### src/rtl/usb_fs_rx_pkg.sv
// Shared types and constants for the full-speed USB receive front end.
package usb_fs_rx_pkg;

  typedef enum logic [1:0] {
    J   = 2'd0,
    K   = 2'd1,
    SE0 = 2'd2,
    SE1 = 2'd3
  } line_state_t;

  typedef enum logic [2:0] {
    IDLE  = 3'd0,
    SYNC  = 3'd1,
    DATA  = 3'd2,
    EOP   = 3'd3,
    ABORT = 3'd4
  } rx_state_t;

  localparam int STUFF_RUN = 6;

  // Full-speed J: D+ high, D- low.
  localparam logic J_P = 1'b1;
  localparam logic J_N = 1'b0;

  function automatic line_state_t decode_line(input logic p, input logic n);
    line_state_t ls;
    if (p == J_P && n == J_N)      ls = J;
    else if (p != J_P && n != J_N) ls = K;
    else if (!p && !n)             ls = SE0;
    else                           ls = SE1;
    return ls;
  endfunction

endpackage

### src/rtl/usb_fs_rx_frontend_if.sv
// Framed serial bit stream from the USB receive front end to the packet decoder.
interface usb_fs_rx_frontend_if;
  import usb_fs_rx_pkg::*;

  // Valid-only stream, no ready: rx_bit is meaningful only while rx_bit_valid
  // is high and must be taken that cycle; rx_err is meaningful only with rx_pkt_end.
  logic      rx_active;
  logic      rx_pkt_start;
  logic      rx_bit_valid;
  logic      rx_bit;
  logic      rx_pkt_end;
  logic      rx_err;
  rx_state_t dbg_state;

  modport master (
    output rx_active, rx_pkt_start, rx_bit_valid, rx_bit, rx_pkt_end, rx_err, dbg_state
  );

  modport slave (
    input rx_active, rx_pkt_start, rx_bit_valid, rx_bit, rx_pkt_end, rx_err, dbg_state
  );

endinterface

### src/rtl/usb_rx_dpll.sv
// Pad synchroniser, line-state decode and 4x bit-clock recovery.
// Optional glitch filter enabled by defining USB_RX_GLITCH_FILTER_EN.
module usb_rx_dpll
  import usb_fs_rx_pkg::*;
(
  input  logic        clk_usb,
  input  logic        reset_n,
  input  logic        i_p,
  input  logic        i_n,
  output line_state_t o_line_state,
  output logic        o_sample_strobe
);

  logic        r_p_meta, r_p_sync, r_n_meta, r_n_sync;
  line_state_t w_raw, w_line, r_line_prev;
  logic [1:0]  r_phase, w_phase;
  logic        w_change;

  // Synchronisers reset to J so the bus looks idle straight out of reset.
  always_ff @(posedge clk_usb or negedge reset_n) begin
    if (!reset_n) begin
      r_p_meta <= J_P;
      r_p_sync <= J_P;
      r_n_meta <= J_N;
      r_n_sync <= J_N;
    end else begin
      r_p_meta <= i_p;
      r_p_sync <= r_p_meta;
      r_n_meta <= i_n;
      r_n_sync <= r_n_meta;
    end
  end

  assign w_raw = decode_line(r_p_sync, r_n_sync);

`ifdef USB_RX_GLITCH_FILTER_EN
  line_state_t r_raw_d, r_line_f;

  // A new state passes once two consecutive samples agree; otherwise hold.
  assign w_line = (w_raw == r_raw_d) ? w_raw : r_line_f;

  always_ff @(posedge clk_usb or negedge reset_n) begin
    if (!reset_n) begin
      r_raw_d  <= J;
      r_line_f <= J;
    end else begin
      r_raw_d  <= w_raw;
      r_line_f <= w_line;
    end
  end
`else
  assign w_line = w_raw;
`endif

  // A transition realigns the phase in the same cycle, so a transition
  // landing on phase 2 suppresses that sample.
  assign w_change = (w_line != r_line_prev);
  assign w_phase  = w_change ? 2'd0 : r_phase;

  always_ff @(posedge clk_usb or negedge reset_n) begin
    if (!reset_n) begin
      r_line_prev <= J;
      r_phase     <= 2'd0;
    end else begin
      r_line_prev <= w_line;
      r_phase     <= w_phase + 2'd1;
    end
  end

  assign o_line_state    = w_line;
  assign o_sample_strobe = (w_phase == 2'd2);

endmodule

### src/rtl/usb_fs_rx_frontend.sv
// Full-speed USB receive front end: NRZI decode, SYNC detect, bit unstuffing
// and EOP framing on top of usb_rx_dpll (see USB_RX_GLITCH_FILTER_EN there).
module usb_fs_rx_frontend
  import usb_fs_rx_pkg::*;
#(
  parameter int SYNC_MIN_ZEROS = 5,
  parameter int EOP_MAX_SE0    = 3
) (
  input  logic                 clk_usb,
  input  logic                 reset_n,
  input  logic                 usb_p_rx,
  input  logic                 usb_n_rx,
  usb_fs_rx_frontend_if.master rx
);

  line_state_t w_ls, r_prev_jk;
  logic        w_strobe, w_jk, w_dec;
  rx_state_t   r_state, w_state_nxt;
  logic [2:0]  r_zeros, w_zeros_nxt, r_ones, w_ones_nxt, r_se0, w_se0_nxt;
  logic        r_seen_se0, w_seen_nxt;
  logic        w_valid, w_bit, w_start_nxt, w_end_nxt, w_err_nxt;
  logic        r_start, r_end, r_err, r_active;

  usb_rx_dpll u_dpll (
    .clk_usb         (clk_usb),
    .reset_n         (reset_n),
    .i_p             (usb_p_rx),
    .i_n             (usb_n_rx),
    .o_line_state    (w_ls),
    .o_sample_strobe (w_strobe)
  );

  assign w_jk  = (w_ls == J) || (w_ls == K);
  assign w_dec = (w_ls == r_prev_jk);

  always_ff @(posedge clk_usb or negedge reset_n) begin
    if (!reset_n) r_state <= IDLE;
    else          r_state <= w_state_nxt;
  end

  always_comb begin
    w_state_nxt = r_state;
    w_zeros_nxt = r_zeros;
    w_ones_nxt  = r_ones;
    w_se0_nxt   = r_se0;
    w_seen_nxt  = r_seen_se0;
    if (w_strobe) begin
      case (r_state)
        IDLE: if (w_ls == K) begin
          w_state_nxt = SYNC;
          w_zeros_nxt = 3'd1;
        end
        SYNC: begin
          if (!w_jk) w_state_nxt = IDLE;
          else if (!w_dec) begin
            if (r_zeros != 3'd7) w_zeros_nxt = r_zeros + 3'd1;
          end else if (r_zeros >= 3'(SYNC_MIN_ZEROS)) begin
            w_state_nxt = DATA;
            w_ones_nxt  = 3'd0;
          end else w_state_nxt = IDLE;
        end
        DATA: begin
          if (w_ls == SE0) begin
            w_state_nxt = EOP;
            w_se0_nxt   = 3'd1;
          end else if (w_ls == SE1) begin
            w_state_nxt = ABORT;
            w_seen_nxt  = 1'b0;
          end else if (r_ones == 3'(STUFF_RUN)) begin
            if (w_dec) begin
              w_state_nxt = ABORT;
              w_seen_nxt  = 1'b0;
            end else w_ones_nxt = 3'd0;
          end else w_ones_nxt = w_dec ? r_ones + 3'd1 : 3'd0;
        end
        EOP: begin
          if (w_ls == SE0) begin
            if (r_se0 >= 3'(EOP_MAX_SE0)) begin
              w_state_nxt = ABORT;
              w_seen_nxt  = 1'b1;
            end else w_se0_nxt = r_se0 + 3'd1;
          end else if (w_ls == J) w_state_nxt = IDLE;
          else begin
            w_state_nxt = ABORT;
            w_seen_nxt  = 1'b1;
          end
        end
        ABORT: begin
          if (w_ls == SE0) w_seen_nxt = 1'b1;
          else if (w_ls == J && r_seen_se0) w_state_nxt = IDLE;
        end
        default: w_state_nxt = IDLE;
      endcase
    end
  end

  // Stuff bits (the bit after a full run of ones) never reach the consumer.
  always_comb begin
    w_valid     = w_strobe && (r_state == DATA) && w_jk && (r_ones != 3'(STUFF_RUN));
    w_bit       = w_valid && w_dec;
    w_start_nxt = w_strobe && (r_state == SYNC) && w_jk && w_dec &&
                  (r_zeros >= 3'(SYNC_MIN_ZEROS));
    w_err_nxt   = w_strobe && (r_state == ABORT) && (w_ls == J) && r_seen_se0;
    w_end_nxt   = w_err_nxt || (w_strobe && (r_state == EOP) && (w_ls == J));
  end

  always_ff @(posedge clk_usb or negedge reset_n) begin
    if (!reset_n) begin
      r_prev_jk  <= J;
      r_zeros    <= 3'd0;
      r_ones     <= 3'd0;
      r_se0      <= 3'd0;
      r_seen_se0 <= 1'b0;
      r_start    <= 1'b0;
      r_end      <= 1'b0;
      r_err      <= 1'b0;
      r_active   <= 1'b0;
    end else begin
      r_zeros    <= w_zeros_nxt;
      r_ones     <= w_ones_nxt;
      r_se0      <= w_se0_nxt;
      r_seen_se0 <= w_seen_nxt;
      r_start    <= w_start_nxt;
      r_end      <= w_end_nxt;
      r_err      <= w_err_nxt;
      if (w_end_nxt)             r_prev_jk <= J;
      else if (w_strobe && w_jk) r_prev_jk <= w_ls;
      if (w_start_nxt)           r_active  <= 1'b1;
      else if (r_end)            r_active  <= 1'b0;
    end
  end

  assign rx.rx_active    = r_active;
  assign rx.rx_pkt_start = r_start;
  assign rx.rx_bit_valid = w_valid;
  assign rx.rx_bit       = w_bit;
  assign rx.rx_pkt_end   = r_end;
  assign rx.rx_err       = r_err;
  assign rx.dbg_state    = r_state;

endmodule

### src/flat_wrapper.sv
// flat-port wrapper written by rule: the top's interface ports become plain ports
module usb_fs_rx_frontend_flat import usb_fs_rx_pkg::*;
#(
  parameter int SYNC_MIN_ZEROS = 5,
  parameter int EOP_MAX_SE0    = 3
)
  (clk_usb, reset_n, usb_p_rx, usb_n_rx, rx_rx_active, rx_rx_pkt_start, rx_rx_bit_valid, rx_rx_bit, rx_rx_pkt_end, rx_rx_err, rx_dbg_state);
  usb_fs_rx_frontend_if rx_i ();
  input  logic clk_usb;
  input  logic reset_n;
  input  logic usb_p_rx;
  input  logic usb_n_rx;
  output wire logic [$bits(rx_i.rx_active)-1:0] rx_rx_active;
  output wire logic [$bits(rx_i.rx_pkt_start)-1:0] rx_rx_pkt_start;
  output wire logic [$bits(rx_i.rx_bit_valid)-1:0] rx_rx_bit_valid;
  output wire logic [$bits(rx_i.rx_bit)-1:0] rx_rx_bit;
  output wire logic [$bits(rx_i.rx_pkt_end)-1:0] rx_rx_pkt_end;
  output wire logic [$bits(rx_i.rx_err)-1:0] rx_rx_err;
  output wire logic [$bits(rx_i.dbg_state)-1:0] rx_dbg_state;
  assign rx_rx_active = rx_i.rx_active;
  assign rx_rx_pkt_start = rx_i.rx_pkt_start;
  assign rx_rx_bit_valid = rx_i.rx_bit_valid;
  assign rx_rx_bit = rx_i.rx_bit;
  assign rx_rx_pkt_end = rx_i.rx_pkt_end;
  assign rx_rx_err = rx_i.rx_err;
  assign rx_dbg_state = rx_i.dbg_state;
  usb_fs_rx_frontend #(.SYNC_MIN_ZEROS(SYNC_MIN_ZEROS), .EOP_MAX_SE0(EOP_MAX_SE0)) u_core (.clk_usb(clk_usb), .reset_n(reset_n), .usb_p_rx(usb_p_rx), .usb_n_rx(usb_n_rx), .rx(rx_i));
endmodule
### config.mk
export PLATFORM = sky130hd
export DESIGN_NAME = usb_fs_rx_frontend_flat
export DESIGN_NICKNAME = d
export VERILOG_FILES = /design/src/rtl/usb_fs_rx_pkg.sv /design/src/rtl/usb_fs_rx_frontend_if.sv /design/src/rtl/usb_rx_dpll.sv /design/src/rtl/usb_fs_rx_frontend.sv /design/src/flat_wrapper.sv
export SDC_FILE = /design/constraint.sdc
export NUM_CORES = 1
export LEC_CHECK = 0
export BUFFER_PORTS_ARGS = -buffer_cell sky130_fd_sc_hd__buf_4
export CAP_MARGIN = 25
export CORE_MARGIN = 5
export CORE_UTILIZATION = 63
export DETAILED_ROUTE_END_ITERATION = 12
export PLACE_DENSITY = 0.92
export SLEW_MARGIN = 20
export SYNTH_ARGS = -nofsm -noshare
export SYNTH_HDL_FRONTEND = slang
export SYNTH_SLANG_ARGS = --single-unit
### constraint.sdc
create_clock -name clk_usb -period 5.5 [get_ports clk_usb]
set_clock_uncertainty 0.1 [all_clocks]
set_input_delay 0.275 -clock clk_usb [delete_from_list [all_inputs] [get_ports clk_usb]]
set_output_delay 0.275 -clock clk_usb [all_outputs]
set_load 0.01 [all_outputs]
-- After elaboration in Yosys (flattened, before gate mapping)
Cells that the tools add are included.
- bits in writable memories: 0
- bits in registers: 27
- ROM bits: 0
- word-level logic and storage cells: 142
- bits in latches: 0
- output and inout bits: 9
- memories: 0
- multiply operators: 0
- add/subtract/negate cells: 4
- equality and inequality tests: 35
- div/mod/pow operators: 0
- reduce and logical (&&, ||, !) cells: 35
- bitwise operators: 2
- order comparisons: 2
- shift-type cells: 0
- muxes and demuxes: 48
- operator list (kind ; count):
    two-way mux 3 bit ; 26
    AND reduction 8 bit ; 3
    logical AND 1 bit ; 18
    != test 2 x 1 -> 1 bit, second input constant ; 9
    != test 3 bit, second input constant ; 6
    one-hot mux 3 bit (2 select lines) ; 3
    one-hot mux 3 bit (5 select lines) ; 1
    two-way mux 2 bit ; 6
    two-way mux 1 bit ; 11
    != test 2 bit, second input constant ; 5
    nonzero test 2 bit ; 5
    adder 3 x 1 -> 3 bit, second input constant ; 3
    != test 4 x 1 -> 1 bit, second input constant ; 2
    equality test 2 bit, second input constant ; 3
    equality test 3 x 2 -> 1 bit, second input constant ; 2
    equality test 3 bit, second input constant ; 2
    != test 3 x 1 -> 1 bit, second input constant ; 2
    AND reduction 6 bit ; 1
    AND reduction 5 bit ; 1
    equality test 3 x 1 -> 1 bit, second input constant ; 1
    >= comparator 3 x 2 -> 1 bit, second input constant ; 1
    >= comparator 3 bit, second input constant ; 1
    zero test 3 bit ; 1
    one-hot mux 1 bit (3 select lines) ; 1
    9 further kinds ; 12

-- Logic depth before layout (Yosys ltp)
- depth in word-level cells: 13
- gate-level depth with buffers: 12

-- Cells and area by module
Synthesis repeated with hierarchy kept, for this count alone.
- cell total of the unflattened synthesis: 155
- area total of the unflattened synthesis: 1515.2 um^2
- modules (own cells, without submodules) (module ; cells each ; seq. area each (um^2) ; instances ; area each (um^2)):
    usb_fs_rx_frontend ; 134 ; 475.5 ; 1 ; 1214.9
    usb_rx_dpll ; 21 ; 202.7 ; 1 ; 300.3

-- Worst setup path before layout
Ideal clock, no wire load.
- path kind: reg2reg
- start point: register u_core.u_dpll.r_p_sync
- end point: register u_core.r_state[1], in the netlist u_core.rx.dbg_state[1]
- cell stages (with the launch flop): 12
- path slack: 2.905 ns
- data arrival time: 2.367 ns
- period minus slack after synthesis: 2.595 ns
- path through: dfstp_2 > inv_1 > ha_1 > buf_6 > xnor2_1 > nor2_1 > and2_1 > ha_1 > o41ai_2 > and3b_1 > o211ai_2 > mux2_1
- word-level cells in the longest chain between the ends: 9
- ends and longest elaborated chain (item ; line ; text):
    start, declared ; usb_rx_dpll.sv:14 ; logic r_p_meta, r_p_sync, r_n_meta, r_n_sync;
    start signal, assigned ; usb_rx_dpll.sv:28 ; r_p_sync <= r_p_meta;
    zero test 1 bit ; usb_fs_rx_pkg.sv:29 ; else if (!p && !n) ls = SE0;
    logical AND 1 bit ; usb_fs_rx_pkg.sv:29 ;
    two-way mux 1 bit ; usb_fs_rx_pkg.sv:29 ;
    two-way mux 2 bit ; usb_fs_rx_pkg.sv:28 ; else if (p != J_P && n != J_N) ls = K;
    two-way mux 2 bit * ; usb_fs_rx_pkg.sv:27 ; if (p == J_P && n == J_N) ls = J;
    != test 2 bit (tied with other cells) ; usb_rx_dpll.sv:57 ; assign w_change = (w_line != r_line_prev);
    two-way mux 2 bit (tied with other cells) ; usb_rx_dpll.sv:58 ; assign w_phase = w_change ? 2'd0 : r_phase;
    equality test 2 bit (tied with other cells) ; usb_rx_dpll.sv:71 ; assign o_sample_strobe = (w_phase == 2'd2);
    AND reduction 8 bit (no source line) / one-hot mux 3 bit (5 select lines) (equally long branches) ; -- ;
    end signal, assigned ; usb_fs_rx_frontend.sv:38 ; else r_state <= w_state_nxt;
    end, declared ; usb_fs_rx_frontend.sv:18 ; rx_state_t r_state, w_state_nxt;
Mark *: on every way between the ends. The rest lies on a longest branch, timed or not.
A chain may end at the register's enable or synchronous reset.

-- Worst setup path after layout
- start point: register u_core.u_dpll.r_p_sync
- end point: register u_core.r_se0[0]
- word-level cells in the longest chain between the ends: 9
- ends and longest elaborated chain (item ; line ; text):
    zero test 1 bit ; usb_fs_rx_pkg.sv:29 ;
    logical AND 1 bit ; usb_fs_rx_pkg.sv:29 ;
    two-way mux 1 bit ; usb_fs_rx_pkg.sv:29 ;
    two-way mux 2 bit ; usb_fs_rx_pkg.sv:28 ;
    two-way mux 2 bit * ; usb_fs_rx_pkg.sv:27 ;
    != test 2 bit ; usb_rx_dpll.sv:57 ;
    two-way mux 2 bit ; usb_rx_dpll.sv:58 ;
    equality test 2 bit ; usb_rx_dpll.sv:71 ;
    AND reduction 5 bit (no source line) * ; -- ;
    end signal, assigned ; usb_fs_rx_frontend.sv:121 ; r_se0 <= w_se0_nxt;
    end, declared ; usb_fs_rx_frontend.sv:19 ; logic [2:0] r_zeros, w_zeros_nxt, r_ones, w_ones_nxt, r_se0, w_se0_nxt;
Marks and branches as above.

==> impl_metrics.ini <==
[final_layout]
n_antenna_cell = 0
final_layout_size_suffix_gt1_frac = 0.156
areaGrowthSynthToFinish_pct = 9.44
fin_nets = 199
final_cells = 209

[cts]
cts_buffers = 3
cts_tree = yes
clock-root-buffer = clkbuf_4
clock_path_buffers = 2
post_cts_resized = 0
cts_max_level = 1
cts_setup_buffers = 0
numClockSinks = 27
clk_latency_ns = 0.33
clk_pin_slew_ns = 0.14

[setup_path]
crit_path_end_kind = register
reg2reg_to = u_core.r_se0[0]
path_depth = 9
crit_buf_inv = 1
slowest_delay_ns = 0.59
timing.critical_path.to = u_core.r_se0[0]
startpoint_type = register
critical_path_class = register to register
path_delay_family = adder cells
cpMostUsedCell = ha_1
startpoint = u_core.u_dpll.r_p_sync
rrSetupSlack_ns = 2.54
critPathSlowestCell = dfstp_2
cp.arrival_ns = 3.09
regToRegStartpoint = u_core.u_dpll.r_p_sync
rr_worst_depth = 9
cp.required_ns = 5.63
crit_fanout = 9
path_cells = inv_1 -> ha_1 -> xnor2_1 -> nor2_1 -> and2_1 -> ha_1 -> nand2b_1 -> a211oi_2 -> mux2_2

[die]
row_count = 18
die-area_sq_um = 3680
start_util = 0.659
fp.dieW_um = 60.7
ios = 13
core_area_sq_um = 2450
fp.dieH_um = 60.7

[synth]
synthesis.nets = 183
synth_cell_types = 45
synth_common_cells = 25 x dfrtp_1, 16 x inv_1, 16 x nand2_1, 15 x ha_1, 15 x nor2_1
synthCells = 164
synth_top_cell_by_area = dfrtp_1
yosysTopAreaCellShare = 0.387
synth_area_leaders = dfrtp_1 39%, ha_1 12%, inv_1 3.7%
synth_ff_type = dfrtp_1
syn_area_sq_um = 1620
yosys_register_bits = 27
syn_avg_cell_area_sq_um = 9.86
seq_area_frac_synth = 0.420
synth-edff-count = 0
synth_most_common_cell = dfrtp_1
ys.warnings.count = 0
ys_async_sr_fraction = 1.00

[global_route]
antenna_found_initial = 0
track_usage = 0.208
grt_pass1_vias = 1233
overflow = 0
grt_pass1_wl_um = 5580
grt_max_degree = 28

[drt]
drtPass1Iterations = 4
wl_per_cell_um = 15.1
wirelength_um = 3160
drt_iter0_drc = 32
via_per_inst = 5.86
num_vias = 1225
ant_nets = 0
drc_errors = 0

[pwr]
p_per_area_nw_per_um2 = 248
switchingPower_w = 0.000149
clockPowerShare = 0.196
sequentialPowerShare = 0.552
p_sw_frac = 0.341
p_int_w = 0.000289
p_comb_frac = 0.253
power.leakage_nw = 0.846
ir_worst_vdd_mv = 0.198

[hold_path]
min_path_type = input port to asynchronous set/reset pin

[place]
gp_congestion = 0.950
dp_slack_ns = 2.60
dp_hpwl_um = 2430
port_buffers = 12
dp_cells = 202

[timing]
setup_ws_ns = 2.54
hold_ws_ns = 0.266
slew_viol_final = 0
rsz0062_at_grt = no
maxSlewHeadroom = 0.704
setup_viol = 0
worst_pin_slew_ns = 0.444
hold_viol_final = 0
period_minus_slack_ns = 2.96
timing.fmax_mhz = 338
period_share = 0.538
final.setup.tns_ns = 0

[job]
drv_cap = 0

[status]
status = complete, no violations
[worst reg2reg max path, delay by kind of cell, from the launching register on]
kind | cells | cell delay (ns)
muxes | 1 | 0.38
buffers and inverters | 1 | 0.08
adders and majority gates | 2 | 0.71
DFF | 1 | 0.59
and+or+nand+nor | 3 | 0.47
AOI/OAI and AO/OA | 1 | 0.34
xor gates and xnor gates | 1 | 0.18
[registers in the layout, summed over array words and instances (netlist names)]
signal and count:
u_core.u_dpll.r_line_prev 2, u_core.u_dpll.r_p_meta 1, u_core.u_dpll.r_n_sync 1, u_core.rx.rx_pkt_start 1, u_core.r_zeros 3, u_core.rx.rx_active 1, u_core.rx.rx_pkt_end 1, u_core.r_prev_jk 2
u_core.u_dpll.r_n_meta 1, u_core.r_se0 3, u_core.r_ones 3, u_core.u_dpll.r_p_sync 1, u_core.rx.rx_err 1, u_core.r_seen_se0 1, u_core.rx.dbg_state 3, u_core.u_dpll.r_phase 2
[power by group through the flow]
| stage | clock network [W] | registers, W | logic (W) |
|---|---|---|---|
| floorplan | 0 | 0.000236 | 0.0000912 |
| global placement | 0 | 0.000245 | 0.000106 |
| detailed placement | 0 | 0.000245 | 0.000108 |
| CTS | 0.0000898 | 0.000242 | 0.000111 |
| global route | 0.0000983 | 0.000247 | 0.000123 |
| finish | 0.0000857 | 0.000242 | 0.000111 |
[per-layer routing]
layer  global-route usage  vias up  share of wire
met5                    0        -              0
met4                0.136        0          0.046
met3               0.0404       17          0.044
met2                0.331       36           0.49
met1                0.256      578           0.42
li1                     -      594              -
[metrics by stage]
step                total power (W)  area (sq um)   util
global placement           0.000350          1710  0.697
finish                     0.000438          1770  0.721
CTS                        0.000442          1770  0.721
detailed placement         0.000354          1710  0.697
global route               0.000468          1770  0.721
floorplan                  0.000327          1620      -
[kinds of logic after synthesis]
kind of cell	share of synthesized area
buffers and inverters	0.0573
adder cells (fa/ha/maj)	0.116
flip-flops	0.420
multiplexers	0.0457
AO/OA/AOI/OAI	0.123
AND/OR/NAND/NOR	0.207
XOR/XNOR	0.0317
[repair_timing]
item | 4_1_cts | 5_1_grt
endpoints found under the setup margin | 0 | 0
hold endpoints to repair | 27 | 0
hold buffers | 3 | 0
[cell type report]
type	count	area (sq um)
multi-input cells	117	846
fillers	174	686
clock buffers	3	22.5
well taps	30	37.5
clock inverters	1	5.00
repair buffers	15	120
inverters	16	60.1
flip-flops and latches	27	678
[how the worst min path moves through the flow]
stage                         to  slack, ns
2_1_floorplan   u_core.r_ones[0]      -0.12
6_report        u_core.r_ones[2]       0.27
3_3_place_gp    u_core.r_ones[2]        0.1
3_5_place_dp    u_core.r_ones[2]       0.11
5_1_grt        u_core.r_zeros[2]       0.27
4_1_cts         u_core.r_ones[2]       0.27
[cells in the final DEF (no fill, tap or decap), types with 2 or more instances in the layout]
cell type	count
buf_4	12
dfstp_2	2
xnor2_1	2
mux2_1	2
nor3_1	5
inv_1	16
nand2_1	16
dlygate4sd3_1	3
nand3_1	5
nor2_1	15
ha_1	15
clkbuf_4	3
nand2b_1	2
a21oi_1	7
and2_1	3
nand3b_1	4
mux2i_1	4
o21ai_0	7
xor2_1	2
o2111ai_1	2
nor3b_1	2
dfrtp_1	25
(Power assumes the default switching activity.)
